==> src/rtl/vote_ballot_box_if.sv <==
// Ballot-box session signals: control and buttons in, committed and live votes out.
// The master side is the session controller / button panel, the slave side is the box.
interface vote_ballot_box_if;
  logic       start;
  logic       close;
  logic [2:0] btn;
  logic [2:0] V;
  logic       v_valid;
  logic [2:0] voted;
  logic       busy;

  modport master (
    output start, close, btn,
    input  V, v_valid, voted, busy
  );

  modport slave (
    input  start, close, btn,
    output V, v_valid, voted, busy
  );
endinterface

==> src/rtl/vote_ballot_box.sv <==
// Three-voter ballot box: synchronises and debounces yes-buttons during a timed
// session and commits the one-vote-per-voter vector V with a single-cycle strobe.
module vote_ballot_box #(
  parameter int DEBOUNCE_CYCLES = 4,
  parameter int WINDOW_CYCLES   = 16
) (
  input  logic              clk,
  input  logic              rst,
  vote_ballot_box_if.slave  bus
);

  typedef enum logic [1:0] {IDLE, OPEN, CLOSE, HOLD} state_t;

  localparam logic [3:0] DB_LIMIT   = 4'(DEBOUNCE_CYCLES);
  localparam logic [3:0] DB_LAST    = 4'(DEBOUNCE_CYCLES - 1);
  localparam logic [7:0] TIMER_LOAD = 8'(WINDOW_CYCLES - 1);

  state_t     state, state_n;
  logic [2:0] sync1, sync2;
  logic [3:0] cnt   [3];
  logic [3:0] cnt_n [3];
  logic [7:0] timer, timer_n;
  logic [2:0] voted, voted_n;
  logic [2:0] v_q, v_n;
  logic       v_valid, v_valid_n;
  logic       busy, busy_n;

  always_ff @(posedge clk or posedge rst) begin
    if (rst) begin
      sync1 <= '0;
      sync2 <= '0;
    end else begin
      sync1 <= bus.btn;
      sync2 <= sync1;
    end
  end

  always_ff @(posedge clk or posedge rst) begin
    if (rst) state <= IDLE;
    else     state <= state_n;
  end

  always_ff @(posedge clk or posedge rst) begin
    if (rst) begin
      timer   <= '0;
      voted   <= '0;
      v_q     <= '0;
      v_valid <= 1'b0;
      busy    <= 1'b0;
      for (int unsigned i = 0; i < 3; i++) cnt[i] <= '0;
    end else begin
      timer   <= timer_n;
      voted   <= voted_n;
      v_q     <= v_n;
      v_valid <= v_valid_n;
      busy    <= busy_n;
      for (int unsigned i = 0; i < 3; i++) cnt[i] <= cnt_n[i];
    end
  end

  always_comb begin
    state_n   = state;
    timer_n   = timer;
    voted_n   = voted;
    v_n       = v_q;
    v_valid_n = 1'b0;
    busy_n    = busy;
    for (int unsigned i = 0; i < 3; i++) cnt_n[i] = '0;

    case (state)
      IDLE, HOLD: begin
        if (bus.start) begin
          state_n = OPEN;
          voted_n = '0;
          timer_n = TIMER_LOAD;
          busy_n  = 1'b1;
        end
      end
      OPEN: begin
        timer_n = timer - 8'd1;
        // Counter saturates at the limit; a vote maturing on the exit edge still registers.
        for (int unsigned i = 0; i < 3; i++) begin
          if (sync2[i]) begin
            cnt_n[i] = (cnt[i] == DB_LIMIT) ? cnt[i] : cnt[i] + 4'd1;
            if (cnt[i] >= DB_LAST) voted_n[i] = 1'b1;
          end
        end
        if (bus.close || timer == '0) state_n = CLOSE;
      end
      CLOSE: begin
        state_n   = HOLD;
        v_n       = voted;
        v_valid_n = 1'b1;
        busy_n    = 1'b0;
      end
      default: state_n = IDLE;
    endcase
  end

  assign bus.V       = v_q;
  assign bus.v_valid = v_valid;
  assign bus.voted   = voted;
  assign bus.busy    = busy;

endmodule
==> src/flat_wrapper.sv <==
// flat-port wrapper written by rule: the top's interface ports become plain ports
module vote_ballot_box_flat 
#(
  parameter int DEBOUNCE_CYCLES = 4,
  parameter int WINDOW_CYCLES   = 16
)
  (clk, rst, bus_start, bus_close, bus_btn, bus_V, bus_v_valid, bus_voted, bus_busy);
  vote_ballot_box_if bus_i ();
  input  logic clk;
  input  logic rst;
  input wire logic [$bits(bus_i.start)-1:0] bus_start;
  input wire logic [$bits(bus_i.close)-1:0] bus_close;
  input wire logic [$bits(bus_i.btn)-1:0] bus_btn;
  output wire logic [$bits(bus_i.V)-1:0] bus_V;
  output wire logic [$bits(bus_i.v_valid)-1:0] bus_v_valid;
  output wire logic [$bits(bus_i.voted)-1:0] bus_voted;
  output wire logic [$bits(bus_i.busy)-1:0] bus_busy;
  assign bus_i.start = bus_start;
  assign bus_i.close = bus_close;
  assign bus_i.btn = bus_btn;
  assign bus_V = bus_i.V;
  assign bus_v_valid = bus_i.v_valid;
  assign bus_voted = bus_i.voted;
  assign bus_busy = bus_i.busy;
  vote_ballot_box #(.DEBOUNCE_CYCLES(DEBOUNCE_CYCLES), .WINDOW_CYCLES(WINDOW_CYCLES)) u_core (.clk(clk), .rst(rst), .bus(bus_i));
endmodule
==> config.mk <==
export PLATFORM = sky130hd
export DESIGN_NAME = vote_ballot_box_flat
export DESIGN_NICKNAME = d
export VERILOG_FILES = /design/src/rtl/vote_ballot_box_if.sv /design/src/rtl/vote_ballot_box.sv /design/src/flat_wrapper.sv
export SDC_FILE = /design/constraint.sdc
export NUM_CORES = 1
export LEC_CHECK = 0
export ABC_CLOCK_PERIOD_IN_PS = 3100
export BUFFER_PORTS_ARGS = -buffer_cell sky130_fd_sc_hd__clkbuf_2
export CELL_PAD_IN_SITES_DETAIL_PLACEMENT = 1
export CELL_PAD_IN_SITES_GLOBAL_PLACEMENT = 1
export CORE_ASPECT_RATIO = 0.6
export CORE_UTILIZATION = 49
export DETAILED_ROUTE_END_ITERATION = 10
export PLACE_DENSITY_LB_ADDON = 0.1
export SETUP_SLACK_MARGIN = 0.3
export SLEW_MARGIN = 20
export SYNTH_ARGS = -nofsm -noshare
export SYNTH_HDL_FRONTEND = slang
export SYNTH_SLANG_ARGS = --single-unit
export TNS_END_PERCENT = 10
==> constraint.sdc <==
create_clock -name clk -period 3.1 [get_ports clk]
set_clock_uncertainty 0.1 [all_clocks]
set_input_delay 0.93 -clock clk [delete_from_list [all_inputs] [get_ports clk]]
set_output_delay 0.93 -clock clk [all_outputs]
set_load 0.1 [all_outputs]
; ---- Yosys cells after proc, flatten, opt, wreduce, memory -nomap -nowiden
; Index checks and enable logic that the tools add are counted.
[word_totals]
regBits = 36
inputBits = 7
output_inout_bits = 8
elab_cells = 72
[op_classes]
n_addsub = 4
n_lt_le_gt_ge = 3
eq_ne = 17
muxes = 23
n_reduce_logical = 12
[op_table]
columns = cell, count
row1 = 4-bit 2-to-1 mux, 6
row2 = 8-bit one-hot mux with 2 select lines, 1
row3 = "2-bit by 1-bit inequality test with 1-bit output, second input constant", 7
row4 = "4-bit by 1-bit adder with 4-bit output, second input constant", 3
row5 = "4-bit by 3-bit == test with 1-bit output, second input constant", 3
row6 = "4-bit by 2-bit greater-or-equal comparator with 1-bit output, second input constant", 3
row7 = 12-bit 2-to-1 mux, 1
row8 = 4-bit AND reduction, 3
row9 = "3-bit inequality test, second input constant", 3
row10 = 8-bit logical NOT, 1
row11 = 1-bit 2-to-1 mux, 8
row12 = 8-bit 2-to-1 mux, 1
row13 = "8-bit by 1-bit subtractor with 8-bit output, second input constant", 1
row14 = 2-bit one-hot mux with 3 select lines, 1
row15 = 3-bit one-hot mux with 2 select lines, 1
row16 = 2-bit AND reduction, 3
row17 = "2-bit == test, second input constant", 2
row18 = 2-bit 2-to-1 mux, 2
row19 = 2-bit nonzero test, 2
row20 = 3-bit 2-to-1 mux, 1
row21 = "2-bit by 1-bit == test with 1-bit output, second input constant", 1
row22 = 2-bit logical NOT, 1
row23 = "2-bit inequality test, second input constant", 1
row24 = 1-bit one-hot mux with 2 select lines, 1
row25 = other kinds (2), 2

; ---- Logic depth before layout (Yosys ltp)
[depth]
word_depth = 4
depth_mapped = 8
mapped_depth_nobuf = 6

; ---- Least setup slack after synthesis
; OpenSTA, ideal clock, no wires.
[synth_timing]
path_kind = reg-to-output
startpoint = register u_core.busy, in the netlist u_core.bus.busy
endpoint = output port bus_busy
arrival_ns = 0.912
required_time_ns = 2.070
slack_ns = 1.158
path_stages_with_launch = 1
n_path_buf = 0
path_cell_list = dfrtp_1
[synth_rtl]
columns = element, line_no
row1 = start: declaration, vote_ballot_box.sv:26  ; logic busy, busy_n;
row2 = start signal: assignment, vote_ballot_box.sv:56  ; busy <= busy_n;
row3 = end: declaration, flat_wrapper.sv:17  ; output wire logic [$bits(bus_i.busy)-1:0] bus_busy;
; No word-level cell between the ends.

; ---- Worst setup path in the final report
[layout_timing]
startpoint = register u_core.voted[0], in the netlist u_core.bus.voted[0]
endpoint = output port bus_voted[0]
[layout_rtl]
columns = element, line_no
row1 = start: declaration, vote_ballot_box.sv:23  ; logic [2:0] voted, voted_n;
row2 = start signal: assignment, vote_ballot_box.sv:53  ; voted <= voted_n;
row3 = end: declaration, flat_wrapper.sv:16  ; output wire logic [$bits(bus_i.voted)-1:0] bus_voted;
; No word-level cell between the ends.

==> results.toml <==
[finish]
final_cell_mix = "dfrtp_1 (36), nor2_1 (19), clkbuf_2 (14)"
nNetsFinal = 191
area_growth_syn_to_layout_pct = 12.7
n_antenna_cell = 0
multi_input_area_sq_um = 686
regArea_sq_um = 901
drive_above_1_share_pct = 15.5
mostFrequentLayoutCell = "dfrtp_1"
nFillCells = 335

[synth]
synth-edff-count = 0
synthArstFlopShare_pct = 100
synth_seq_cells = 36
ys_seq_area_share_pct = 54.6
ys_types = 29
netlist_instances = 154
netlist_area_sq_um = 1650
yosysWarnings = 0
synth-main-ff-cell = "dfrtp_1"
syn-num-nets = 172
avgSynthCellArea_sq_um = 10.7

[sta]
whs_ps = 254
finalCritPeriodShare_pct = 69.9
fmax_ghz = 0.462
setup_viol = 0
worstMarginPinSlew_ps = 549
rsz0062_at_grt = "no"
hold_viol_final = 0
final.setup.tns_ps = 0
period_minus_slack_ps = 2170
slew-limit-headroom_pct = 63.2
slew_viol_final = 0

[clock_network]
clock_path_buffers = 2
cts_inserted_buffers = 5
post_cts_resized = 0
clock_latency_ps = 290
h-tree-depth = 2
cts_setup_buffers = 0
cts_hold_buf = 0
cts_tree = "yes"
cts_sinks = 36
clk_pin_slew_worst_paths_ps = 70
cts-root-buf = "clkbuf_8"

[die]
dieWidth_um = 76.9
coreArea_sq_um = 3020
die_y_um = 46.9
dieArea_sq_um = 3610
floorplan.initialDensity_pct = 54.6
num_io_pins = 15
rows = 15

[worst_setup_path]
r2r_slack_ps = 1040
max_stage_delay_ps = 470
slowest_stage = "clkbuf_2"
crit_family = "buffers and inverters"
criticalPathCategory = "reg -> out"
crit_chain = "clkbuf_2"
crit-reg2reg-launch = "u_core.state[1]"
cp-end-kind = "output port"
cp.arrival_ps = 1140
cp-start-kind = "flop"
critPathLaunch = "u_core.bus.voted[0]"
required_ps = 2070
rr_endpoint = "u_core.timer[4]"
r2r_cells = 6
critPathBufInv = 1
critPathMaxFanout = 3

[min_path]
hold_start = "u_core.sync1[2]"
min_path_type = "reg -> reg"
holdPathStages = 0
min_to = "u_core.sync2[2]"

[route]
vias_per_cell = 5.41
dr_total_vias = 1168
drtAntennaViolNets = 0
first_pass_iters = 4
wl_per_cell_um = 16.4
post-route-drc-count = 0
first_iter_violations = 39
wirelength_um = 3530

[power_and_ir_drop]
p_leak_nw = 0.929
vdd_ir_drop_max_uv = 462
powerDensity_nw_per_um2 = 773

[placed_design]
place_congestion = 0.822
dp_hpwl_um = 2510
port_buffers = 14

[run]
cap_violations = 0

[global_route]
grt_max_degree = 37
antenna_found_initial = 0
grt_use_total_pct = 23.9
grt_pass1_vias = 1266
grt-ovfl-total = 0
grt_pass1_wl_um = 6130

[run_status]
status = "complete, no violations"
## worst max path at each step
stage / end / slack [ps] / cells past startpoint
2_1_floorplan: bus_busy / 1160 / 0
3_3_place_gp: u_core.timer[4] / 1020 / 5
3_5_place_dp: u_core.timer[4] / 950 / 5
4_1_cts: bus_busy / 920 / 1
5_1_grt: bus_busy / 870 / 1
6_report: bus_voted[0] / 930 / 1
## routing by layer
layer  vias to the layer above  GRT usage [%]  part of all wire, %  wire (um)
met4                         0           8.85                  1.6         58
met5                         -              0                    0          0
met2                        17           41.4                   47       1670
met3                         6           9.32                  3.5        123
li1                        566              -                    -          -
met1                       579           28.3                   47       1680
## power by group
group | internal [mW] | leakage (nW) | total, mW | switching, mW
combinational | 0.145 | 0.425 | 0.493 | 0.348
sequential | 0.531 | 0.460 | 0.594 | 0.0626
clock | 0.181 | 0.0445 | 0.351 | 0.170
total | 0.857 | 0.929 | 1.44 | 0.581
## area by class of cell
class / count / share of cell area, %
Sequential cell: 36 / 48.5
Inverter: 13 / 2.62
Tap cell: 42 / 2.83
Multi-Input combinational cell: 102 / 36.9
Clock inverter: 1 / 0.404
Timing Repair Buffer: 15 / 4.17
Clock buffer: 7 / 4.64
## cell families (layout without fill, tap and decap cells)
kind of cell | after synthesis | after routing | share of synthesized area (%)
DFF | 36 | 36 | 54.6
xor gates and xnor gates | 7 | 7 | 3.72
adders and majority gates | 11 | 11 | 8.35
muxes | 7 | 7 | 4.78
buffers and inverters | 16 | 36 | 3.79
AOI/OAI and AO/OA | 25 | 25 | 9.18
and+or+nand+nor | 52 | 52 | 15.6
## flip-flops by register name (all words and copies together), names as in the netlist
name,flops
u_core.sync1,3
u_core.state,2
u_core.bus.V,3
u_core.bus.v_valid,1
u_core.timer,8
u_core.bus.voted,3
u_core.sync2,3
u_core.cnt,12
u_core.bus.busy,1
## Yosys cell counts (2+ instances only)
cell type / count / area (sq um)
mux2i_1: 3 / 30.0
inv_1: 13 / 48.8
ha_1: 11 / 138
nand3_1: 6 / 30.0
and3_1: 2 / 12.5
mux2_2: 3 / 33.8
nand3b_1: 3 / 22.5
o211ai_1: 3 / 22.5
nor3_1: 5 / 25.0
a31oi_1: 8 / 50.1
or3_1: 3 / 18.8
buf_2: 2 / 10.0
a21oi_1: 6 / 30.0
o21ai_0: 5 / 25.0
nand2b_1: 3 / 18.8
xnor2_1: 3 / 26.3
dfrtp_1: 36 / 901
nor2_1: 19 / 71.3
nand2_1: 6 / 22.5
xor2_1: 4 / 35.0
o31ai_1: 2 / 15.0
## stage by stage
step                cells  power, mW  instance area [sq um]  util (%)  setup slack, ps
floorplan             154      0.970                   1650         -             1160
detailed placement    208       1.08                   1770      58.4              947
global placement      208       1.05                   1770      58.4             1020
CTS                   216       1.44                   1860      61.5              923
finish                216       1.44                   1860      61.5              933
global route          216       1.53                   1860      61.5              870
Note: power is estimated with default switching activity, not from simulation.
